<file path="src/rtl/tff_updown_counter.sv">
// tff_updown_counter
//   Modulo-MODULUS up/down counter whose state is a bank of WIDTH T flip-flops.
//   Each cycle the next count is computed and the bank is fed the toggle
//   vector q ^ q_next, so a bit flips only when the count needs it to.
//   A raw active-low key is synchronised and falling-edge detected on-chip.
//
// Parameters
//   WIDTH     count register width
//   MODULUS   count range 0..MODULUS-1 (2 <= MODULUS <= 2**WIDTH)
//   SYNC_STEP 1: step_n is an async key (2-flop sync + falling-edge detect)
//             0: step_n is a synchronous active-low level, one event per clock
//
// Ports
//   clk     system clock, rising edge
//   rst     asynchronous active-high reset
//   en      count enable, gates step events only
//   step_n  active-low step strobe
//   up      direction, 1 = increment
//   load    synchronous parallel load (wins over stepping)
//   d       load value, clamped to MODULUS-1
//   q       current count
//   t_vec   toggle vector applied at the next edge
//   tc      terminal count for the current direction
//   wrap    one-cycle pulse after a wrapping step
//   ovf     sticky wrap flag, cleared by load or rst

// Single T flip-flop: holds unless t is high.
module tff_bit (
    input  logic clk,
    input  logic rst,
    input  logic t,
    output logic q
);
    always_ff @(posedge clk or posedge rst) begin
        if (rst)    q <= 1'b0;
        else if (t) q <= ~q;
    end
endmodule

module tff_updown_counter #(
    parameter int WIDTH     = 8,
    parameter int MODULUS   = 200,
    parameter bit SYNC_STEP = 1'b1
) (
    input  logic             clk,
    input  logic             rst,
    input  logic             en,
    input  logic             step_n,
    input  logic             up,
    input  logic             load,
    input  logic [WIDTH-1:0] d,
    output logic [WIDTH-1:0] q,
    output logic [WIDTH-1:0] t_vec,
    output logic             tc,
    output logic             wrap,
    output logic             ovf
);
    // MODULUS may equal 2**WIDTH, so the clamp compare needs one extra bit.
    localparam logic [WIDTH:0]   MOD_EXT = (WIDTH+1)'(MODULUS);
    localparam logic [WIDTH-1:0] Q_MAX   = WIDTH'(MODULUS - 1);

    if (MODULUS < 2 || MODULUS > (1 << WIDTH)) begin : g_param_check
        $error("tff_updown_counter: MODULUS must satisfy 2 <= MODULUS <= 2**WIDTH");
    end

    // ------------------------------------------------------------------
    // Step event generation
    // ------------------------------------------------------------------
    logic fire;

    if (SYNC_STEP) begin : g_key
        // History resets to "released" so a key that is up at reset release
        // cannot be mistaken for a press.
        logic s1, s2, p;
        always_ff @(posedge clk or posedge rst) begin
            if (rst) begin
                s1 <= 1'b1;
                s2 <= 1'b1;
                p  <= 1'b1;
            end else begin
                s1 <= step_n;
                s2 <= s1;
                p  <= s2;
            end
        end
        assign fire = p & ~s2;
    end else begin : g_level
        assign fire = ~step_n;
    end

    // ------------------------------------------------------------------
    // Next-state computation
    // ------------------------------------------------------------------
    logic             adv;
    logic             at_max;
    logic             at_zero;
    logic             wrap_next;
    logic [WIDTH-1:0] q_next;

    assign adv     = fire & en & ~load;
    assign at_max  = (q == Q_MAX);
    assign at_zero = (q == '0);
    assign tc      = up ? at_max : at_zero;

    always_comb begin
        q_next    = q;
        wrap_next = 1'b0;
        if (load) begin
            q_next = ({1'b0, d} < MOD_EXT) ? d : Q_MAX;
        end else if (adv && up) begin
            if (at_max) begin
                q_next    = '0;
                wrap_next = 1'b1;
            end else begin
                q_next = q + 1'b1;
            end
        end else if (adv) begin
            if (at_zero) begin
                q_next    = Q_MAX;
                wrap_next = 1'b1;
            end else begin
                q_next = q - 1'b1;
            end
        end
    end

    // Forced to zero under reset so the reported vector matches what the
    // bank will actually do (nothing) while rst is held.
    assign t_vec = rst ? '0 : (q ^ q_next);

    // ------------------------------------------------------------------
    // T flip-flop state bank
    // ------------------------------------------------------------------
    for (genvar i = 0; i < WIDTH; i++) begin : g_bank
        tff_bit u_bit (
            .clk (clk),
            .rst (rst),
            .t   (t_vec[i]),
            .q   (q[i])
        );
    end

    // ------------------------------------------------------------------
    // Wrap pulse and sticky overflow
    // ------------------------------------------------------------------
    always_ff @(posedge clk or posedge rst) begin
        if (rst) begin
            wrap <= 1'b0;
            ovf  <= 1'b0;
        end else begin
            wrap <= wrap_next;          // wrap_next is already 0 under load
            if (load)           ovf <= 1'b0;
            else if (wrap_next) ovf <= 1'b1;
        end
    end
endmodule

</file>
<file path="config.mk">
export PLATFORM = sky130hd
export DESIGN_NAME = tff_updown_counter
export DESIGN_NICKNAME = d
export VERILOG_FILES = /design/src/rtl/tff_updown_counter.sv
export SDC_FILE = /design/constraint.sdc
export NUM_CORES = 1
export LEC_CHECK = 0
export CELL_PAD_IN_SITES_DETAIL_PLACEMENT = 0
export CELL_PAD_IN_SITES_GLOBAL_PLACEMENT = 1
export CORE_ASPECT_RATIO = 1.1
export CORE_MARGIN = 8
export CORE_UTILIZATION = 39
export DETAILED_ROUTE_END_ITERATION = 12
export PLACE_DENSITY_LB_ADDON = 0.08
export SETUP_SLACK_MARGIN = 0.5
export SLEW_MARGIN = 20
export SYNTH_ARGS = -nofsm -noshare
export SYNTH_HDL_FRONTEND = slang
export SYNTH_SLANG_ARGS = --single-unit
</file>
<file path="constraint.sdc">
create_clock -name clk -period 9.6 [get_ports clk]
set_input_delay 2.4 -clock clk [delete_from_list [all_inputs] [get_ports clk]]
set_output_delay 2.4 -clock clk [all_outputs]
set_load 0.1 [all_outputs]
</file>
==> reports/qor.txt, run 1 <==
Antenna violations before repair = 0
Final hold viol count = 0
Synthesized net count = 206
First DRT Iteration DRCs = 95
Clock period minus worst slack = 8.16 ns
Number of global-route vias before repair = 1419
Async set-or-reset flop fraction in the synthesized netlist = 100%
Remaining routing DRC violations = 0
Skew-Pair Late Insertion Delay = 0.25 ns
Count of mapped cells out of synthesis = 189
Total power density per cell area = 159 nW/um2
Pre-CTS worst setup slack = 1.46 ns
Area of the die = 5970 um2
Router iterations before antenna repair = 4
Crit path setup slack, layout = 1.44 ns
Sum of net half-perimeters after detailed placement = 3220 um
Number of fill cells in the layout = 399
Worst-case headroom to the max-slew limit = 34.2%
Total standard cell area after synthesis = 1460 um2
Required time reported for the critical path endpoint = 7.20 ns
Overall overflow remaining after global route = 0
Worst setup path class = in -> out
Floorplan core area = 3630 um2
Finished Core Util = 47.4%
Pin count of the biggest net entering global routing = 20
Routed WL = 4300 um
Initial Utilization = 40.4%
Via count of the routed design = 1467
Area added between synthesis and finish = 17.4%
Clock Root Buffer = clkbuf_8
# setup viols final = 0
Number of top-level design ports = 33
Post-CTS setup-driven buffer insertion count = 0
Number of warnings printed during yosys synthesis = 0
WL/cell = 17.4 um
Slew @ Worst Pin = 0.984 ns
Die outline width = 74.4 um
Global-route wire length before repair = 7170 um
Count of maximum capacitance violations = 0
Outcome = complete, no violations
Cell area after placement = 1670 um2
RSZ-0062 raised after global routing = false
Number of gates given a new drive strength after cts = 0
Vertical die dimension = 80.3 um
Leakage power = 0.649 nW
Portion of the post-synthesis area used by sequential elements = 22.5%
Setup TNS Final = 0 ns
Cell area after layout = 1720 um2
IR drop worst, VDD = 0.0000666 V
List of cells traversed by the critical path = clkdlybuf4s50_1 -> and4bb_2 -> nand2_1 -> or4b_4 -> a221o_1 -> o31ai_1 -> clkdlybuf4s50_1
Total inserted antenna cells = 0
Post-layout net count = 215
Vias per std cell = 5.94
Share of final-layout standard cells stronger than drive strength 1 = 9.14%
Register clock-pin slew on the reported worst setup and hold paths = 0.06 ns
H-tree levels = 1
Top cell by count, worst path = clkdlybuf4s50_1
Avg Synthesized Cell Area = 7.75 um2
Buffer depth of the longest clock path = 2
Slowest cell delay on critical path = 1.17 ns
Standard-cell rows = 23
Count of flip-flops with a built-in enable after synthesis = 0
Prevailing post-synth register cell = dfrtp_1
Slowest cell on the critical path = clkdlybuf4s50_1
Setup skew after layout = 0.00223 ns
Fmax achieved = 123 MHz
Number of buffers created by CTS = 3
Post-synthesis cell type count = 53
Sink Count = 13
All-layer global routing usage = 15.2%
Number of nets with antenna violations after detailed routing = 0
TritonCTS clock tree = yes
Endpoint type of the worst setup path = output port
Number of storage elements in the synthesis netlist = 13
CTS hold repair buffers = 0
Post-route total power = 0.000274 W
Part of the cycle the worst path needs = 85.0%
I/O Buffers = 32
Number of max-slew violations in the final report = 0
Worst endpoint data arrival time = 5.76 ns
Category of the worst setup path launch point = primary input
Final Wtd Congestion = 0.852
Maximum net fanout on the critical path = 12
Path category of the worst min-delay check = reg -> reg
-- per-layer routing --
metal | global-route usage (%) | wire length [um] | vias up
li1 | - | - | 701
met1 | 19.3 | 1920 | 721
met2 | 25.2 | 2110 | 37
met3 | 2.62 | 198 | 8
met4 | 5.10 | 68 | 0
met5 | 0 | 0 | -
-- Yosys cell counts (4+ instances only) --
| library cell | instances | area share, % |
|---|---|---|
| buf_4 | 18 | 9.2 |
| nor2_1 | 14 | 3.6 |
| nand2_1 | 13 | 3.3 |
| a21oi_1 | 12 | 4.1 |
| nand3_1 | 11 | 3.8 |
| o21ai_0 | 11 | 3.8 |
| dfrtp_1 | 10 | 17 |
| inv_1 | 8 | 2.1 |
| clkbuf_1 | 6 | 1.5 |
| nor3_1 | 6 | 2.1 |
| a211oi_1 | 5 | 2.6 |
| and3_1 | 4 | 1.7 |
| o21a_1 | 4 | 2.1 |
| xnor2_1 | 4 | 2.4 |
-- worst paths after layout --
kind	start	end	slack (ns)	cells past startpoint
setup / recovery	load	t_vec[7]	1.44	7
hold / removal	g_key.s1	g_key.s2	0.36	0
setup reg to reg	g_bank[0].u_bit.q	g_bank[5].u_bit.q	7.15	7
hold reg to reg	g_key.s1	g_key.s2	0.36	0
max in group asynchronous	rst	g_bank[2].u_bit.q	6.39	4
min in group asynchronous	rst	g_bank[0].u_bit.q	2.67	3
-- sequential cells by signal, indices dropped and copies added, names as in the netlist --
name	count
g_bank.u_bit.q	8
g_key.p	1
g_key.s1	1
g_key.s2	1
ovf	1
wrap	1
-- area by class of cell --
class	instances	area [um2]	share of cell area, %
clock buffers	3	41.3	2.40
well taps	50	62.6	3.64
inverters	9	33.8	1.97
multi-input cells	136	905	52.6
repair buffers	35	343	19.9
flip-flops and latches	13	329	19.1
clock inverters	1	5.00	0.291
-- worst max-delay path, delay by kind of cell --
| kind | cells | cell delay (ns) |
|---|---|---|
| simple gates | 3 | 1.20 |
| compound gates | 2 | 0.41 |
| buf+inv | 2 | 1.74 |
-- placed cells by master, fill, tap and decap left out, drive strengths merged, types with 2 or more instances in the layout --
cell            n
xnor2           4
o21ai          11
a211o           2
a311oi          3
clkinv          2
nor3            6
dfstp           3
nand3b          2
o22ai           3
buf             3
nand3          11
clkbuf          3
a221oi          3
o21a            4
nand2          13
nor2           14
xor2            2
inv             8
a221o           2
clkdlybuf4s50  32
or2             3
a31oi           3
a21oi          12
ha              3
dfrtp          10
nand4           2
and3            4
a211oi          5
a21o            3
-- report_power, final --
part | internal, W | switching, W | total [W]
Sequential | 0.0000607 | 0.0000173 | 0.0000780
Clock | 0.0000288 | 0.0000241 | 0.0000529
Combinational | 0.0000416 | 0.000101 | 0.000143
Total | 0.000131 | 0.000143 | 0.000274
-- cells by family (layout without fill, tap and decap cells) --
family / count (synthesis) / in the layout / synth area share, %
AO/OA/AOI/OAI: 62 / 62 / 29.7
XOR/XNOR: 6 / 6 / 3.59
adder cells (fa/ha/maj): 3 / 3 / 2.56
buffers and inverters: 40 / 48 / 15.7
flip-flops: 13 / 13 / 22.5
multiplexers: 1 / 1 / 0.684
AND/OR/NAND/NOR: 64 / 64 / 25.3
-- per-stage QoR --
| stage | instances | hold slack [ns] |
|---|---|---|
| global route | 247 | 0.366 |
| floorplan | 189 | 0.345 |
| CTS | 247 | 0.359 |
| finish | 247 | 0.358 |
| global placement | 243 | 0.346 |
| detailed placement | 243 | 0.349 |
(Power assumes the default switching activity.)
==> run 2, diff against run 1 <==
Settings changed: CORE_UTILIZATION 39 to 37.
Clock period 9.6 ns to 8.2 ns, I/O delays scaled along.
==> run 2 against run 1 <==
  * Non-clock buffer count is the same
  * Worst hold slack lost 0.0030 ns
  * Flip-flop and latch count is the same
  * Critical path type unchanged
  * Critical endpoint is now t_vec[0]
  * Largest power group unchanged
  * Highest routed layer unchanged
==> reports/qor.txt, run 2 (synthesis results as in run 1) <==
Outcome = complete, no violations
Setup TNS Final = 0 ns
Vertical die dimension = 82.0 um
Worst setup path class = in -> out
Setup skew after layout = 0.00132 ns
Sequential cell area = 329 um2
Number of top-level design ports = 33
Number of max-slew violations in the final report = 0
Clock period minus worst slack = 6.94 ns
Most common library cell in the layout ignoring fill and taps = clkdlybuf4s50_1
CTS hold repair buffers = 0
Maximum net fanout on the critical path = 12
Count of maximum capacitance violations = 0
Global-route wire length before repair = 6950 um
Leakage power = 0.660 nW
Total inserted antenna cells = 0
I/O Buffers = 32
Area of the die = 6230 um2
Number of gates given a new drive strength after cts = 0
# setup viols final = 0
RSZ-0062 raised after global routing = false
Pin count of the biggest net entering global routing = 23
Worst endpoint data arrival time = 4.89 ns
Via count of the routed design = 1423
H-tree levels = 1
Clock Root Buffer = clkbuf_8
Overall overflow remaining after global route = 0
TritonCTS clock tree = yes
Post-layout net count = 215
Category of the worst setup path launch point = primary input
First DRT Iteration DRCs = 92
Final Wtd Congestion = 0.844
Number of global-route vias before repair = 1411
Register containing the most flip-flops in the final layout = g_bank.u_bit.q
Vias per std cell = 5.71
Post-CTS setup-driven buffer insertion count = 0
Number of buffers created by CTS = 3
Fmax achieved = 144 MHz
Number of fill cells in the layout = 396
Standard-cell rows = 24
Number of nets with antenna violations after detailed routing = 0
Buffer depth of the longest clock path = 2
Final hold viol count = 0
Path category of the worst min-delay check = reg -> reg
Sink Count = 13
Sum of net half-perimeters after detailed placement = 3130 um
Slew @ Worst Pin = 0.974 ns
Initial Utilization = 37.8%
Antenna violations before repair = 0
WL/cell = 16.6 um
Die outline width = 76.0 um
Worst-case headroom to the max-slew limit = 34.9%
Required time reported for the critical path endpoint = 6.15 ns
Remaining routing DRC violations = 0
Endpoint type of the worst setup path = output port
Total power density per cell area = 186 nW/um2
Multi-input gate area = 905 um2
Commonest cells after routing, fill and taps aside = clkdlybuf4s50_1, nor2_1, nand2_1
Area added between synthesis and finish = 16.4%
Part of the cycle the worst path needs = 84.6%
IR drop worst, VDD = 0.0000905 V
Floorplan core area = 3870 um2
Routed WL = 4130 um
Register clock-pin slew on the reported worst setup and hold paths = 0.06 ns
Router iterations before antenna repair = 4
Share of final-layout standard cells stronger than drive strength 1 = 12.7%
Post-route total power = 0.000317 W
Flip-flop count of the largest register after layout = 8
All-layer global routing usage = 13.4%
Skew-Pair Late Insertion Delay = 0.25 ns
run 2: power breakdown:
group / internal (W) / switching (W) / leakage (nW)
logic: 0.0000475 / 0.000119 / 0.481
registers: 0.0000711 / 0.0000203 / 0.154
clock network: 0.0000336 / 0.0000258 / 0.0255
total: 0.000152 / 0.000165 / 0.660
run 2: path summary, 6_finish.rpt:
| kind | start | end | slack [ns] | cells after the start |
|---|---|---|---|---|
| setup / recovery | load | t_vec[0] | 1.26 | 7 |
| hold / removal | g_key.s1 | g_key.s2 | 0.35 | 0 |
| setup reg to reg | g_bank[0].u_bit.q | g_bank[5].u_bit.q | 5.75 | 7 |
| hold reg to reg | g_key.s1 | g_key.s2 | 0.35 | 0 |
| max in group asynchronous | rst | g_key.p | 5.53 | 4 |
| min in group asynchronous | rst | g_bank[0].u_bit.q | 2.40 | 4 |
run 2: metrics by stage:
| step | instances | hold WS (ns) | util [%] | instance area [um2] | worst slack, ns |
|---|---|---|---|---|---|
| after floorplan | 189 | 0.345 | - | 1460 | 1.51 |
| after global placement | 245 | 0.345 | 42.8 | 1660 | 1.33 |
| after detailed placement | 245 | 0.348 | 42.8 | 1660 | 1.27 |
| after CTS | 249 | 0.357 | 44.0 | 1700 | 1.27 |
| after global routing | 249 | 0.365 | 44.0 | 1700 | 1.12 |
| final | 249 | 0.355 | 44.0 | 1700 | 1.26 |
run 2: routing by layer:
layer,wire [um],up-vias,global-route usage (%)
met5,0,-,0
met4,42,0,4.71
met1,1860,685,16.3
met3,236,5,3.06
met2,1990,34,22.9
li1,-,699,-
run 2: critical path: stages:
cell	delay, ns
clkdlybuf4s50_1	0.57
buf_4	0.27
nand4bb_1	0.37
a21oi_1	0.22
a211o_1	0.12
o311a_1	0.15
clkdlybuf4s50_1	1.13
run 2: area by class of cell:
type,instances,area share [%]
sequential,13,19.3
timing repair buffer,35,19.1
multi-input combinational,136,53.1
clock inverter,1,0.294
inverter,9,1.98
clock buffer,3,2.42
tap,52,3.82
